### config.mk
export PLATFORM = sky130hd
export DESIGN_NAME = nc_frame_loader
export DESIGN_NICKNAME = d
export VERILOG_FILES = /design/src/rtl/nc_pkg.sv /design/src/rtl/nc_hist_buf.sv /design/src/rtl/nc_frame_loader.sv
export SDC_FILE = /design/constraint.sdc
export NUM_CORES = 1
export LEC_CHECK = 0
export CORE_MARGIN = 5
export CORE_UTILIZATION = 48
export CTS_BUF_LIST = sky130_fd_sc_hd__clkbuf_4
export CTS_CLUSTER_SIZE = 12
export DETAILED_ROUTE_END_ITERATION = 16
export GPL_ROUTABILITY_DRIVEN = 0
export HOLD_SLACK_MARGIN = 0.05
export PLACE_DENSITY = 0.93
export REMOVE_ABC_BUFFERS = 1
export SLEW_MARGIN = 0
export SYNTH_ARGS = -nofsm -noshare
export SYNTH_HDL_FRONTEND = slang
export SYNTH_SLANG_ARGS = --single-unit
export TNS_END_PERCENT = 30
### constraint.sdc
create_clock -name clk -period 2.8 [get_ports clk]
set_input_delay 0.28 -clock clk [delete_from_list [all_inputs] [get_ports clk]]
set_output_delay 0.28 -clock clk [all_outputs]
set_load 0.01 [all_outputs]
### src/rtl/nc_pkg.sv
// ============================================================================
// Module  : nc_pkg
// Brief   : Shared state encoding, frame constant and sample packing helper
//           for the FFT frame loader.
// Revision: 1.0
// ============================================================================
`default_nettype none

package nc_pkg;

    typedef enum logic [1:0] {
        FILL   = 2'd0,
        WAIT   = 2'd1,
        REPLAY = 2'd2
    } nc_state_t;

    localparam int NC_FRAME_LEN = 128;
    localparam int NC_DWIDTH    = 32;
    localparam int NC_SWIDTH    = 16;

    // Real part = sign-extended sample in the upper half, imaginary part = 0.
    function automatic logic [NC_DWIDTH-1:0] nc_pack_sample(input logic [NC_SWIDTH-1:0] s);
        logic signed [NC_DWIDTH/2-1:0] re;
        re = (NC_DWIDTH/2)'($signed(s));
        return {re, {(NC_DWIDTH/2){1'b0}}};
    endfunction

endpackage

`default_nettype wire

### src/rtl/nc_hist_buf.sv
// ============================================================================
// Module  : nc_hist_buf
// Brief   : Circular DEPTH x DWIDTH register buffer holding the tail of the
//           previous frame; read back oldest-first from the write pointer.
// Revision: 1.0
// ============================================================================
`default_nettype none

module nc_hist_buf #(
    parameter int DEPTH  = 64,
    parameter int DWIDTH = 32
) (
    input  logic              clk,
    input  logic              rst,
    input  logic              i_wr_en,
    input  logic [DWIDTH-1:0] i_wr_data,
    input  logic              i_rd_start,
    input  logic              i_rd_adv,
    output logic [DWIDTH-1:0] o_rd_data
);

    localparam int AW = (DEPTH > 1) ? $clog2(DEPTH) : 1;
    localparam logic [AW-1:0] c_LAST = AW'(DEPTH - 1);

    logic [DWIDTH-1:0] r_mem [DEPTH];
    logic [AW-1:0]     r_wptr;
    logic [AW-1:0]     r_rptr;

    function automatic logic [AW-1:0] ptr_inc(input logic [AW-1:0] p);
        return (p == c_LAST) ? '0 : p + 1'b1;
    endfunction

    always_ff @(posedge clk) begin
        if (rst) begin
            r_wptr <= '0;
            r_rptr <= '0;
        end else begin
            if (i_wr_en)
                r_wptr <= ptr_inc(r_wptr);
            // Once full, the write pointer always points at the oldest entry.
            if (i_rd_start)
                r_rptr <= r_wptr;
            else if (i_rd_adv)
                r_rptr <= ptr_inc(r_rptr);
        end
    end

    always_ff @(posedge clk) begin
        if (i_wr_en)
            r_mem[r_wptr] <= i_wr_data;
    end

    assign o_rd_data = r_mem[r_rptr];

endmodule

`default_nettype wire

### src/rtl/nc_frame_loader.sv
// ============================================================================
// Module  : nc_frame_loader
// Brief   : Packs a valid/ready sample stream into complex words and writes
//           one FFT frame at a time into the input FIFO.
//           Optional overlap replay enabled by NC_FRAME_OVERLAP_EN.
// Revision: 1.0
// ============================================================================
`default_nettype none

module nc_frame_loader
    import nc_pkg::*;
#(
    parameter int DWIDTH    = 32,
    parameter int SWIDTH    = 16,
    parameter int FRAME_LEN = NC_FRAME_LEN,
    parameter int HOP       = 64
) (
    input  logic              clk,
    input  logic              rst,
    input  logic              in_valid,
    input  logic [SWIDTH-1:0] in_data,
    output logic              in_ready,
    input  logic              fifo_full,
    input  logic              fifo_error,
    input  logic              fft_edone,
    output logic              wr_ce,
    output logic [DWIDTH-1:0] wr_data,
    output logic              frame_rdy,
    output logic [7:0]        frame_seq,
    output logic              err
);

    localparam logic [7:0] c_FRAME_LAST = 8'(FRAME_LEN - 1);
    localparam logic [8:0] c_FRAME_LEN9 = 9'(FRAME_LEN);

    generate
        if (HOP >= FRAME_LEN) begin : g_chk_hop
            $error("HOP must be smaller than FRAME_LEN");
        end
        if (SWIDTH > DWIDTH/2) begin : g_chk_swidth
            $error("SWIDTH must not exceed DWIDTH/2");
        end
    endgenerate

    nc_state_t         r_state;
    nc_state_t         w_state_nxt;
    logic [7:0]        r_wcnt;
    logic              r_run;
    logic              r_wr_ce;
    logic [DWIDTH-1:0] r_wr_data;
    logic              r_full_seen;
    logic [7:0]        r_seq;
    logic              r_err;
    logic [DWIDTH-1:0] w_pack;
    logic [DWIDTH-1:0] w_hist_data;
    logic              w_ready;
    logic              w_accept;
    logic              w_rep_issue;
    logic              w_edone_ok;

    generate
        if (DWIDTH == NC_DWIDTH && SWIDTH == NC_SWIDTH) begin : g_pack_pkg
            assign w_pack = nc_pack_sample(in_data);
        end else begin : g_pack_gen
            logic signed [DWIDTH/2-1:0] w_re;
            assign w_re   = (DWIDTH/2)'($signed(in_data));
            assign w_pack = {w_re, {(DWIDTH/2){1'b0}}};
        end
    endgenerate

`ifdef NC_FRAME_OVERLAP_EN
    localparam int         HDEPTH   = FRAME_LEN - HOP;
    localparam logic [7:0] c_HDEPTH = 8'(HDEPTH);

    logic       r_hist_valid;
    logic [7:0] r_rcnt;
    logic       w_rep_start;

    nc_hist_buf #(
        .DEPTH  (HDEPTH),
        .DWIDTH (DWIDTH)
    ) u_hist (
        .clk        (clk),
        .rst        (rst),
        .i_wr_en    (w_accept),
        .i_wr_data  (w_pack),
        .i_rd_start (w_rep_start),
        .i_rd_adv   (w_rep_issue),
        .o_rd_data  (w_hist_data)
    );

    always_ff @(posedge clk) begin
        if (rst) begin
            r_hist_valid <= 1'b0;
            r_rcnt       <= '0;
        end else begin
            if (w_rep_start)
                r_rcnt <= '0;
            else if (w_rep_issue)
                r_rcnt <= r_rcnt + 1'b1;
            if (r_state == FILL && w_state_nxt == WAIT)
                r_hist_valid <= 1'b1;
        end
    end
`else
    assign w_hist_data = '0;
`endif

    always_comb begin
        w_state_nxt = r_state;
        w_ready     = 1'b0;
        w_rep_issue = 1'b0;
`ifdef NC_FRAME_OVERLAP_EN
        w_rep_start = 1'b0;
`endif
        case (r_state)
            FILL: begin
                // The write already in flight counts against the frame length.
                w_ready = r_run && !fifo_full &&
                          ((9'(r_wcnt) + 9'(r_wr_ce)) < c_FRAME_LEN9);
                if (r_wr_ce && r_wcnt == c_FRAME_LAST)
                    w_state_nxt = WAIT;
            end
            WAIT: begin
                if (fft_edone) begin
`ifdef NC_FRAME_OVERLAP_EN
                    if (r_hist_valid) begin
                        w_state_nxt = REPLAY;
                        w_rep_start = 1'b1;
                    end else begin
                        w_state_nxt = FILL;
                    end
`else
                    w_state_nxt = FILL;
`endif
                end
            end
`ifdef NC_FRAME_OVERLAP_EN
            REPLAY: begin
                if (r_rcnt == c_HDEPTH)
                    w_state_nxt = FILL;
                else
                    w_rep_issue = !fifo_full;
            end
`endif
            default: w_state_nxt = FILL;
        endcase
    end

    assign w_accept   = in_valid && w_ready;
    assign w_edone_ok = (r_state == WAIT) && fft_edone;

    always_ff @(posedge clk) begin
        if (rst) begin
            r_state     <= FILL;
            r_wcnt      <= '0;
            r_run       <= 1'b0;
            r_wr_ce     <= 1'b0;
            r_wr_data   <= '0;
            r_full_seen <= 1'b0;
            r_seq       <= '0;
            r_err       <= 1'b0;
        end else begin
            r_run   <= 1'b1;
            r_state <= w_state_nxt;
            r_wr_ce <= w_accept || w_rep_issue;
            if (w_accept)
                r_wr_data <= w_pack;
            else if (w_rep_issue)
                r_wr_data <= w_hist_data;
            if (w_edone_ok)
                r_wcnt <= '0;
            else if (r_wr_ce)
                r_wcnt <= r_wcnt + 1'b1;
            r_full_seen <= (r_state == WAIT) && (r_full_seen || fifo_full) && !fft_edone;
            if (w_edone_ok)
                r_seq <= r_seq + 1'b1;
            if (fifo_error || (fft_edone && r_state != WAIT))
                r_err <= 1'b1;
        end
    end

    assign in_ready  = w_ready;
    assign wr_ce     = r_wr_ce;
    assign wr_data   = r_wr_data;
    assign frame_rdy = (r_state == WAIT) && (r_full_seen || fifo_full);
    assign frame_seq = r_seq;
    assign err       = r_err;

endmodule

`default_nettype wire

# ---- After elaboration in Yosys (flattened, before gate mapping)
# Cells that the tools add are included.
dict set report op_classes {
  n_lt_le_gt_ge 1
  add_sub_neg 3
  div_mod_pow 0
  reduce_logical 15
  n_mux 5
  n_bitwise 0
  n_eq_ne 5
  shift 0
  multipliers 0
}
# operator count
set op_table {}
lappend op_table {{adder 8 x 1 -> 8 bit (second input constant)} 2}
lappend op_table {{adder 8 x 1 -> 9 bit} 1}
lappend op_table {{< comparator 9 x 8 -> 1 bit (second input constant)} 1}
lappend op_table {{== test 8 x 7 -> 1 bit (second input constant)} 1}
lappend op_table {{logical AND 1 bit} 8}
lappend op_table {{two-way mux 2 bit} 2}
lappend op_table {{!= test 2 bit (second input constant)} 2}
lappend op_table {{one-hot mux 2 bit (2 select lines)} 1}
lappend op_table {{== test 2 x 1 -> 1 bit (second input constant)} 1}
lappend op_table {{logical NOT 1 bit} 2}
lappend op_table {{logical NOT 2 bit} 1}
lappend op_table {{logical OR 1 bit} 2}
lappend op_table {{two-way mux 1 bit} 2}
lappend op_table {{!= test 2 x 1 -> 1 bit (second input constant)} 1}
lappend op_table {{AND reduction 2 bit} 1}
lappend op_table {{OR reduction 2 bit} 1}
dict set report totals {
  rom_bits 0
  mem_bits_rw 0
  mem_count 0
  output_inout_bits 44
  in_bits 22
  latch_bits 0
  regBits 38
  elab_cells 37
}

# ---- Depth between registers and ports, before layout
# Gate-level depths: netlist (run 1).
dict set report logic_depth {
  word_depth 5
  ltp_mapped 6
  depth_no_buf 4
}

# ---- Worst setup path after synthesis (run 1)
# Ideal clock, no wire load.
dict set report synth_path {
  path_kind {register to register}
  startpoint {register r_wr_ce, in the netlist wr_ce}
  endpoint {register r_wr_data[16], in the netlist wr_data[16]}
  stages_incl_launch_ff 7
  setup_slack_ps 1359
  setup_ps 72
  t_arrival_ps 1369
  synth_period_minus_slack_ps 1441
  path_cell_list {dfxtp_1 clkbuf_2 nand4_4 o211ai_1 buf_6 buf_8 mux2i_1}
}
dict set report synth_via {
  elab_chain_len 5
}
# item line
set synth_rtl {}
lappend synth_rtl {{start, declared} nc_frame_loader.sv:49} ;# logic r_wr_ce;
lappend synth_rtl {{start signal, assigned} nc_frame_loader.sv:166} ;# r_wr_ce <= w_accept || w_rep_issue;
lappend synth_rtl {{adder 8 x 1 -> 9 bit} nc_frame_loader.sv:120} ;# ((9'(r_wcnt) + 9'(r_wr_ce)) < c_FRAME_LEN9);
lappend synth_rtl {{< comparator 9 x 8 -> 1 bit} nc_frame_loader.sv:120}
lappend synth_rtl {{logical AND 1 bit} nc_frame_loader.sv:119} ;# w_ready = r_run && !fifo_full &&
lappend synth_rtl {{two-way mux 1 bit} nc_frame_loader.sv:116} ;# case (r_state)
lappend synth_rtl {{logical AND 1 bit} nc_frame_loader.sv:150} ;# assign w_accept = in_valid && w_ready;
lappend synth_rtl {{end signal, assigned} nc_frame_loader.sv:168} ;# r_wr_data <= w_pack;
lappend synth_rtl {{end signal, assigned} nc_frame_loader.sv:170} ;# r_wr_data <= w_hist_data;
lappend synth_rtl {{end, declared} nc_frame_loader.sv:50} ;# logic [DWIDTH-1:0] r_wr_data;
# No other way between the ends.
# A chain may end at the register's enable or synchronous reset.

# ---- Worst setup path in the final report (run 1)
dict set report layout_path {
  startpoint {register r_state[0]}
  endpoint {output port in_ready}
}
dict set report layout_via {
  elab_chain_len 2
}
# item line
set layout_rtl {}
lappend layout_rtl {{start, declared} nc_frame_loader.sv:45} ;# nc_state_t r_state;
lappend layout_rtl {{start signal, assigned} nc_frame_loader.sv:165} ;# r_state <= w_state_nxt;
lappend layout_rtl {{logical NOT 2 bit} nc_frame_loader.sv:116}
lappend layout_rtl {{two-way mux 1 bit} nc_frame_loader.sv:116}
lappend layout_rtl {{end, declared} nc_frame_loader.sv:22} ;# output logic in_ready,
# No other way between the ends.

==> reports/qor.yml, run 1 <==
outcome:
  status: "completed"
synthesis:
  synthCells: 182
  synth_top_cell_by_area: "dfxtp_1"
  synth.distinct_cells: 31
  dominantRegCellSynth: "dfxtp_1"
  synth_commonest_cells: "nand2_1 (39), dfxtp_1 (37), mux2i_1 (17), buf_4 (16), nor2_1 (11)"
  yosys_warnings: 0
  netlist_area_um2: 1652
  ys_seq_area_share_pct: 44.85
  ys_ff_latch: 37
  synth_top_area_share_pct: 44.85
  syn_avg_cell_area_um2: 9.075
  synth_edf_count: 0
  synthArstFlopShare_pct: 0
  yosys.cell_count.top_type: "nand2_1"
  synthTopCellsByArea: "dfxtp_1 (45%), mux2i_1 (10%), nand2_1 (8.9%), buf_4 (7.3%), a21oi_1 (2.7%)"
cts:
  clkLatencyLatePin_ns: 0.34
  postCtsSetupBuffers: 0
  cts_buffers: 5
  tritoncts: "built"
  clkSlewWorstSetupHoldPaths_ns: 0.10
  cts_resized: 0
  clockBufferDepth: 2
  clock-sinks: 37
  htreeDepth: 2
  cts-root-buf: "clkbuf_4"
  ctsHoldBuffers: 0
critical_path:
  worstSetupEndpoint: "in_ready"
  slowest_delay_ns: 0.53
  cp_max_fo: 7
  r2r_end: "wr_data[23]"
  r2r_cells: 4
  endpoint_kind: "primary output"
  critical_path_required_ns: 2.52
  critPathKind: "reg2out"
  r2r_slack_ns: 1.31
  cp_slowest_cell: "clkdlybuf4s50_1"
  crit_cells: 3
  crit_path_cell_trace: "nor4b_4 > o21a_1 > clkdlybuf4s50_1"
  worstPathArrival_ns: 1.78
  path_delay_family: "buffers and inverters"
  startpoint: "r_state[0]"
  r2r_start: "wr_ce"
  startpoint_type: "flop"
  crit_buf_inv: 1
power:
  peakVddDrop_mv: 0.2581
  powerDensity_nw_per_um2: 420.8
  seqPwrFrac_pct: 59.7
  combPwrFrac_pct: 11.7
  pwr-share-clk_pct: 28.5
  intPower_mw: 0.6958
  p_sw_mw: 0.2135
  p_leak_nw: 0.8885
  swShare_pct: 23.48
cells_and_area:
  final_cell_count_no_fill: 279
  nNetsFinal: 257
  stdcell_area_um2: 2161
  n_antenna_cell: 0
  area_growth_pct: 30.83
  drive_gt1_share_pct: 6.009
global_routing:
  grt_util_all_layers_pct: 14.90
  grt_max_degree: 23
  grt_overflow_total: 0
  grt_pass1_wl_mm: 5.147
  antenna_found_initial: 0
  grt_pass1_vias: 1238
timing:
  setup_tns_ns: 0
  period_minus_slack_ns: 2.062
  finalSetupViolations: 0
  rsz0062_at_grt: "false"
  clock.fmax_mhz: 484.9
  fin_skew_ns: 0.01387
  fin_crit_sh_pct: 73.65
  final_max_slew_viol_count: 0
  hold_violations: 0
placed_design:
  place_area_um2: 2112
  place_hpwl_mm: 2.470
  io_buffers: 49
  place_inst: 272
die:
  fp.dieW_um: 68.66
  initial_utilization_pct: 49.49
  ios: 66
  die_area_um2: 4714
  die_h_um: 68.66
  rows: 21
  coreArea_um2: 3337
routing:
  wire_per_inst_um: 11.79
  drt_iter0_markers: 63
  remaining_drc_errors: 0
  vias: 1348
  detail_route.wirelength_mm: 3.290
  drtPass1Iterations: 4
  viasPerCell: 4.832
  ant_nets: 0
min_path:
  holdCritPathClass: "reg2reg"
run:
  maxCapViolCount: 0
[cells in the final DEF, fill, tap and decap left out]
| master | n |
|---|---|
| a211oi_1 | 1 |
| a21oi_1 | 9 |
| buf_4 | 3 |
| clkbuf_4 | 6 |
| clkdlybuf4s50_1 | 49 |
| clkinv_1 | 2 |
| conb_1 | 16 |
| dfxtp_1 | 37 |
| ha_1 | 2 |
| inv_1 | 2 |
| mux2i_1 | 17 |
| nand2_1 | 39 |
| nand3_1 | 5 |
| nand3_2 | 1 |
| nand4_1 | 4 |
| nand4_4 | 1 |
| nor2_1 | 11 |
| nor4_1 | 1 |
| nor4b_4 | 1 |
| o211ai_1 | 2 |
| o21a_1 | 1 |
| o21ai_0 | 5 |
| o31ai_1 | 3 |
| or2_2 | 1 |
| or3_1 | 5 |
| or3_2 | 1 |
| or4_1 | 2 |
| xnor2_1 | 1 |
| xor2_1 | 5 |
[final cells by class]
| type | count | area (um^2) |
|---|---|---|
| clock buffer | 6 | 45.04 |
| multi-input combinational | 134 | 789.5 |
| clock inverter | 1 | 3.754 |
| inverter | 3 | 11.26 |
| timing repair buffer | 52 | 513.0 |
| tap | 46 | 57.56 |
| fill | 298 | 1176 |
| sequential | 37 | 740.7 |
[metal layers]
layer / GRT usage, % / vias up / part of all wire, %
met4: 6.700 / 0 / 1.9
li1: - / 684 / -
met2: 25.39 / 50 / 48
met3: 7.618 / 7 / 11
met5: 0 / - / 0
met1: 15.08 / 607 / 39
[registers in the layout, indices dropped and copies added (netlist names)]
| register | cells |
|---|---|
| err | 1 |
| r_state | 1 |
| wr_data | 16 |
| frame_seq | 8 |
| wr_ce | 1 |
| r_full_seen | 1 |
| r_wcnt | 8 |
| r_run | 1 |
[cells by family after synthesis]
family | Yosys count | share of synthesized area, %
buf+inv | 26 | 10.76
fa+ha+maj | 2 | 1.515
other cells | 1 | 0.2271
mux | 17 | 10.30
simple gates | 72 | 21.74
flops | 37 | 44.85
compound gates | 21 | 7.424
xor+xnor | 6 | 3.182
[worst min-delay path by stage]
stage / end / slack [ns] / cells after the start / start
5_1_grt: wr_data[25] / 0.47 / 3 / in_data[9]
6_report: wr_data[19] / 0.46 / 2 / wr_data[19]
4_1_cts: wr_data[22] / 0.46 / 3 / in_data[6]
3_3_place_gp: wr_data[24] / 0.44 / 2 / wr_data[24]
3_5_place_dp: wr_data[19] / 0.46 / 2 / wr_data[19]
2_1_floorplan: frame_seq[1] / 0.35 / 1 / rst
[through the flow]
stage	utilization [%]	power, mW	worst slack, ns	hold WS, ns
6_report	64.75	0.9093	0.7377	0.4647
5_1_grt	64.75	0.9555	0.6839	0.4662
4_1_cts	64.75	0.9270	0.7196	0.4579
3_5_place_dp	63.29	0.6628	0.8173	0.4570
3_3_place_gp	63.29	0.6608	0.8220	0.4428
2_1_floorplan	-	0.5998	0.5416	0.3491
[worst min-delay path: stages (launching register included)]
cell and delay, ns:
dfxtp_1 0.32, nand2_1 0.05, mux2i_1 0.05
[power by group through the flow]
stage | Clock (mW) | Sequential [mW] | Combinational [mW]
after floorplan | 0 | 0.560 | 0.0402
after global placement | 0 | 0.555 | 0.106
after detailed placement | 0 | 0.556 | 0.107
after CTS | 0.276 | 0.543 | 0.108
after global routing | 0.293 | 0.545 | 0.117
final | 0.259 | 0.543 | 0.107
No activity file was read; power rests on OpenSTA's default activity.
==> inputs of run 2 (changes only) <==
Settings changed: CORE_UTILIZATION 48 to 40, PLACE_DENSITY 0.93 to 0.84.
Clock period 2.8 ns to 1.7 ns, I/O delays scaled along.
==> reports/qor.yml, run 2 (synthesis results as in run 1) <==
outcome:
  status: "completed"
cells_and_area:
  final_cell_count_no_fill: 287  # +2.9%
  largest_reg_flops: 16  # unchanged
  n_antenna_cell: 0  # unchanged
  drive_gt1_share_pct: 8.861  # +2.9 points
  multi_input_area_um2: 789.5  # unchanged
  nNetsFinal: 261  # +1.6%
  layout_common_cells: "clkdlybuf4s50_1 (47), nand2_1 (39), dfxtp_1 (34)"
  layout_commonest_cell: "clkdlybuf4s50_1"
  nFillCells: 367  # +23%
  final-seq-area_um2: 744.5  # +0.51%
  area_growth_pct: 33.79
placed_design:
  place_inst: 280  # +2.9%
  io_buffers: 49  # unchanged
  place_hpwl_mm: 2.535  # +2.6%
routing:
  remaining_drc_errors: 0  # unchanged
  viasPerCell: 4.700  # -2.7%
  vias: 1349  # +0.074%
  drt_iter0_markers: 102  # +62%
  ant_nets: 0  # unchanged
  wire_per_inst_um: 11.63  # -1.3%
  drtPass1Iterations: 4  # unchanged
  detail_route.wirelength_mm: 3.339  # +1.5%
global_routing:
  grt_pass1_vias: 1257  # +1.5%
  grt_pass1_wl_mm: 5.409  # +5.1%
  grtUsageMet3_pct: 6.351  # -1.3 points
  grt_overflow_total: 0  # unchanged
  top_usage_layer: "met2"
  grt_max_degree: 33  # +43%
  grt_util_all_layers_pct: 12.60  # -2.3 points
  antenna_found_initial: 0  # unchanged
  use_met1_pct: 14.63  # -0.46 points
  met2_usage_pct: 20.67  # -4.7 points
critical_path:
  critPathKind: "reg2out"
  cp_slowest_cell: "dfxtp_1"
  critical_path_required_ns: 1.53  # -0.99 ns
  cp_max_fo: 7  # unchanged
  worstPathArrival_ns: 1.40  # -0.38 ns
  slowest_delay_ns: 0.43  # -0.10 ns
  startpoint_type: "flop"
  crit_path_cell_trace: "nand4_4 > o21a_1 > dlygate4sd2_1"
  endpoint_kind: "primary output"
die:
  rows: 23  # +9.5%
  ios: 66  # unchanged
  initial_utilization_pct: 41.29  # -8.2 points
  fp.dieW_um: 74.26  # +8.1%
  coreArea_um2: 4000  # +20%
  die_area_um2: 5514  # +17%
  die_h_um: 74.26  # +8.1%
cts:
  cts-root-buf: "clkbuf_4"
  tritoncts: "built"
  htreeDepth: 2  # unchanged
  cts_buffers: 5  # unchanged
  clkLatencyLatePin_ns: 0.32  # -0.02 ns
  clkSlewWorstSetupHoldPaths_ns: 0.10  # about the same
  ctsHoldBuffers: 0  # unchanged
  clock-sinks: 37  # unchanged
  postCtsSetupBuffers: 0  # unchanged
  clockBufferDepth: 2  # unchanged
timing:
  hold_violations: 0  # unchanged
  final_max_slew_viol_count: 0  # unchanged
  period_minus_slack_ns: 1.575
  fin_skew_ns: 0.009653  # -0.004220 ns
  rsz0062_at_grt: "false"
  setup_tns_ns: 0  # unchanged
  clock.fmax_mhz: 635.0
  fin_crit_sh_pct: 92.64
  finalSetupViolations: 0  # unchanged
power:
  powerDensity_nw_per_um2: 679.5  # +61%
  power_mw: 1.501  # +65%
  p_leak_nw: 0.9245  # +4.1%
  peakVddDrop_mv: 0.4618  # +79%
min_path:
  holdCritPathClass: "in2reg"
run:
  maxCapViolCount: 0  # unchanged
## run 2: cell count changes in the layout (fill, tap and decap cells not counted)
| cell | change |
|---|---|
| dlygate4sd2_1 | +2 |
| buf_4 | +3 |
| clkdlybuf4s50_1 | -2 |
| buf_12 | +1 |
| dfxtp_1 | -3 |
| dfxtp_2 | +3 |
## run 2: where the power goes
| part | switching, mW | total [mW] | internal [mW] |
|---|---|---|---|
| combinational | 0.0835 | 0.184 | 0.101 |
| clock | 0.257 | 0.423 | 0.166 |
| sequential | 0.00944 | 0.894 | 0.884 |
## run 2: layout make-up
type | count | share of cell area (%)
clock inverter | 1 | 0.1699
inverter | 3 | 0.5096
multi-input combinational | 134 | 35.73
tap | 50 | 2.831
clock buffer | 6 | 2.039
sequential | 37 | 33.69
timing repair buffer | 56 | 25.03
## run 2: worst max-delay path, delay by kind of cell (launching register included)
kind	cells	cell delay, ns
AO/OA/AOI/OAI	1	0.22
buffers and inverters	1	0.28
flip-flops	1	0.43
AND/OR/NAND/NOR	1	0.16
## run 2: worst paths after layout
| path | startpoint | endpoint | slack [ns] | depth (start not counted) |
|---|---|---|---|---|
| max | r_wcnt[2] | in_ready | 0.13 | 3 |
| max reg2reg | r_wcnt[2] | wr_data[29] | 0.28 | 4 |
| min reg2reg | wr_data[17] | wr_data[17] | 0.46 | 2 |
| min | in_data[1] | wr_data[17] | 0.38 | 3 |
## run 2: what timing repair did
action	4_1_cts	5_1_grt
pin swaps	0	1
setup endpoints to repair	2	1
gates resized for setup	3	2
## run 2: per-stage QoR
step           hold WS, ns  instance area [um^2]  setup slack (ns)  utilization (%)
2_1_floorplan       0.2391                  1541           -0.5584                -
3_3_place_gp        0.4428                  2160          -0.06944            53.99
3_5_place_dp        0.4520                  2160          -0.06872            53.99
4_1_cts             0.3648                  2207           0.06977            55.18
5_1_grt             0.3556                  2210           0.01196            55.24
6_report            0.3850                  2210            0.1252            55.24
## run 2: layer usage
layer	routed length (um)	vias up
li1	-	693
met1	1429	609
met2	1528	45
met3	368	2
met4	12	0
met5	0	-
==> inputs of run 3 (changes only) <==
Settings changed: CORE_UTILIZATION 40 to 48, PLACE_DENSITY 0.84 to 0.93.
Clock period 1.7 ns to 2 ns, I/O delays scaled along.
==> reports/qor.yml, run 3 (synthesis results as in run 1) <==
min_path:
  holdCritPathClass: "in2reg"
power:
  p_leak_nw: 0.8895  # -3.8%
  powerDensity_nw_per_um2: 586.8  # -14%
  peakVddDrop_mv: 0.4355  # -5.7%
global_routing:
  grt_overflow_total: 0  # unchanged
  grt_max_degree: 34  # +3.0%
  grt_pass1_wl_mm: 5.023  # -7.1%
  antenna_found_initial: 0  # unchanged
  grt_pass1_vias: 1237  # -1.6%
  grt_util_all_layers_pct: 14.51  # +1.9 points
timing:
  finalSetupViolations: 0  # unchanged
  setup_ws_ns: 0.1108  # -0.01439 ns
  whs_ns: 0.3955  # +0.01052 ns
  fin_crit_sh_pct: 94.46
  fin_skew_ns: 0.005127  # -0.004525 ns
  hold_violations: 0  # unchanged
  period_minus_slack_ns: 1.889
  rsz0062_at_grt: "false"
  clock.fmax_mhz: 529.3
  setup_tns_ns: 0  # unchanged
  final_max_slew_viol_count: 0  # unchanged
cells_and_area:
  area_growth_pct: 30.98
  layout_common_cells: "clkdlybuf4s50_1 (49), nand2_1 (39), dfxtp_1 (35)"
  nFillCells: 295  # -20%
  nNetsFinal: 257  # -1.5%
  final_cell_count_no_fill: 279  # -2.8%
  largest_reg_flops: 16  # unchanged
  drive_gt1_share_pct: 6.867  # -2.0 points
  layout_commonest_cell: "clkdlybuf4s50_1"
  n_antenna_cell: 0  # unchanged
routing:
  wire_per_inst_um: 11.49  # -1.2%
  detail_route.wirelength_mm: 3.206  # -4.0%
  ant_nets: 0  # unchanged
  drtPass1Iterations: 4  # unchanged
  vias: 1326  # -1.7%
  remaining_drc_errors: 0  # unchanged
  viasPerCell: 4.753  # +1.1%
  drt_iter0_markers: 47  # -54%
die:
  die_area_um2: 4714  # -15%
  initial_utilization_pct: 49.49  # +8.2 points
  die_h_um: 68.66  # -7.5%
  rows: 21  # -8.7%
  fp.dieW_um: 68.66  # -7.5%
  coreArea_um2: 3337  # -17%
  ios: 66  # unchanged
cts:
  cts-root-buf: "clkbuf_4"
  clkSlewWorstSetupHoldPaths_ns: 0.10  # about the same
  clock-sinks: 37  # unchanged
  postCtsSetupBuffers: 0  # unchanged
  tritoncts: "built"
  ctsHoldBuffers: 0  # unchanged
  clkLatencyLatePin_ns: 0.33  # about the same
  cts_buffers: 5  # unchanged
  htreeDepth: 2  # unchanged
  clockBufferDepth: 2  # unchanged
placed_design:
  place_hpwl_mm: 2.399  # -5.4%
  io_buffers: 49  # unchanged
  pre_cts_ws_ns: 0.1942  # +0.2629 ns
  place_inst: 272  # -2.9%
critical_path:
  critPathKind: "reg2out"
  critical_path_required_ns: 1.80  # +0.27 ns
  cp_max_fo: 7  # unchanged
  worstPathArrival_ns: 1.69  # +0.29 ns
  startpoint_type: "flop"
  endpoint_kind: "primary output"
outcome:
  status: "completed"
run:
  maxCapViolCount: 0  # unchanged
[run 3: changes by cell type in the layout (fill, tap and decap cells not counted), sizes merged]
cell and change:
dlygate4sd2 -2, clkdlybuf4s50 +2, buf -4
[run 3: layer usage]
metal,vias up,global-route usage (%),wire [um]
met5,-,0,0
met4,0,5.211,39
met3,5,7.455,312
met2,44,25.39,1546
met1,592,14.64,1307
li1,685,-,-
[run 3: worst paths after layout]
| check | from | to | slack, ns | cells after the start |
|---|---|---|---|---|
| setup / recovery | r_state[0] | in_ready | 0.11 | 3 |
| hold / removal | rst | r_run | 0.40 | 2 |
| setup reg to reg | r_wcnt[3] | wr_data[16] | 0.55 | 4 |
| hold reg to reg | wr_data[17] | wr_data[17] | 0.47 | 2 |
[run 3: cell type report]
| cell class | instances | area (um^2) | area share (%) |
|---|---|---|---|
| clock buffers | 6 | 45.04 | 2.082 |
| clock inverters | 1 | 3.754 | 0.1735 |
| inverters | 3 | 11.26 | 0.5205 |
| multi-input cells | 134 | 789.5 | 36.50 |
| flip-flops and latches | 37 | 743.2 | 34.36 |
| well taps | 46 | 57.56 | 2.661 |
| repair buffers | 52 | 513.0 | 23.71 |
[run 3: repair_timing]
| item | in CTS | in global routing |
|---|---|---|
| setup endpoints to repair | 0 | 1 |
| resized for setup | 0 | 2 |
| endpoints found under the hold margin | 0 | 0 |
[run 3: metrics by stage]
| stage | area [um^2] | total power [mW] | utilization, % |
|---|---|---|---|
| 3_5_place_dp | 2112 | 0.9273 | 63.29 |
| 5_1_grt | 2163 | 1.338 | 64.83 |
| 4_1_cts | 2161 | 1.287 | 64.75 |
| 6_report | 2163 | 1.270 | 64.83 |
| 3_3_place_gp | 2112 | 0.9249 | 63.29 |
| 2_1_floorplan | 1541 | 0.8398 | - |
[run 3: worst max-delay path, stage by stage (launching register included)]
cell,delay [ns]
dfxtp_2,0.38
nor4b_4,0.30
o21a_1,0.15
clkdlybuf4s50_1,0.53
[run 3: where the power goes]
part	switching (mW)	internal, mW	leakage, nW
logic	0.0675	0.0815	0.559
clock network	0.219	0.141	0.0292
registers	0.00889	0.752	0.301
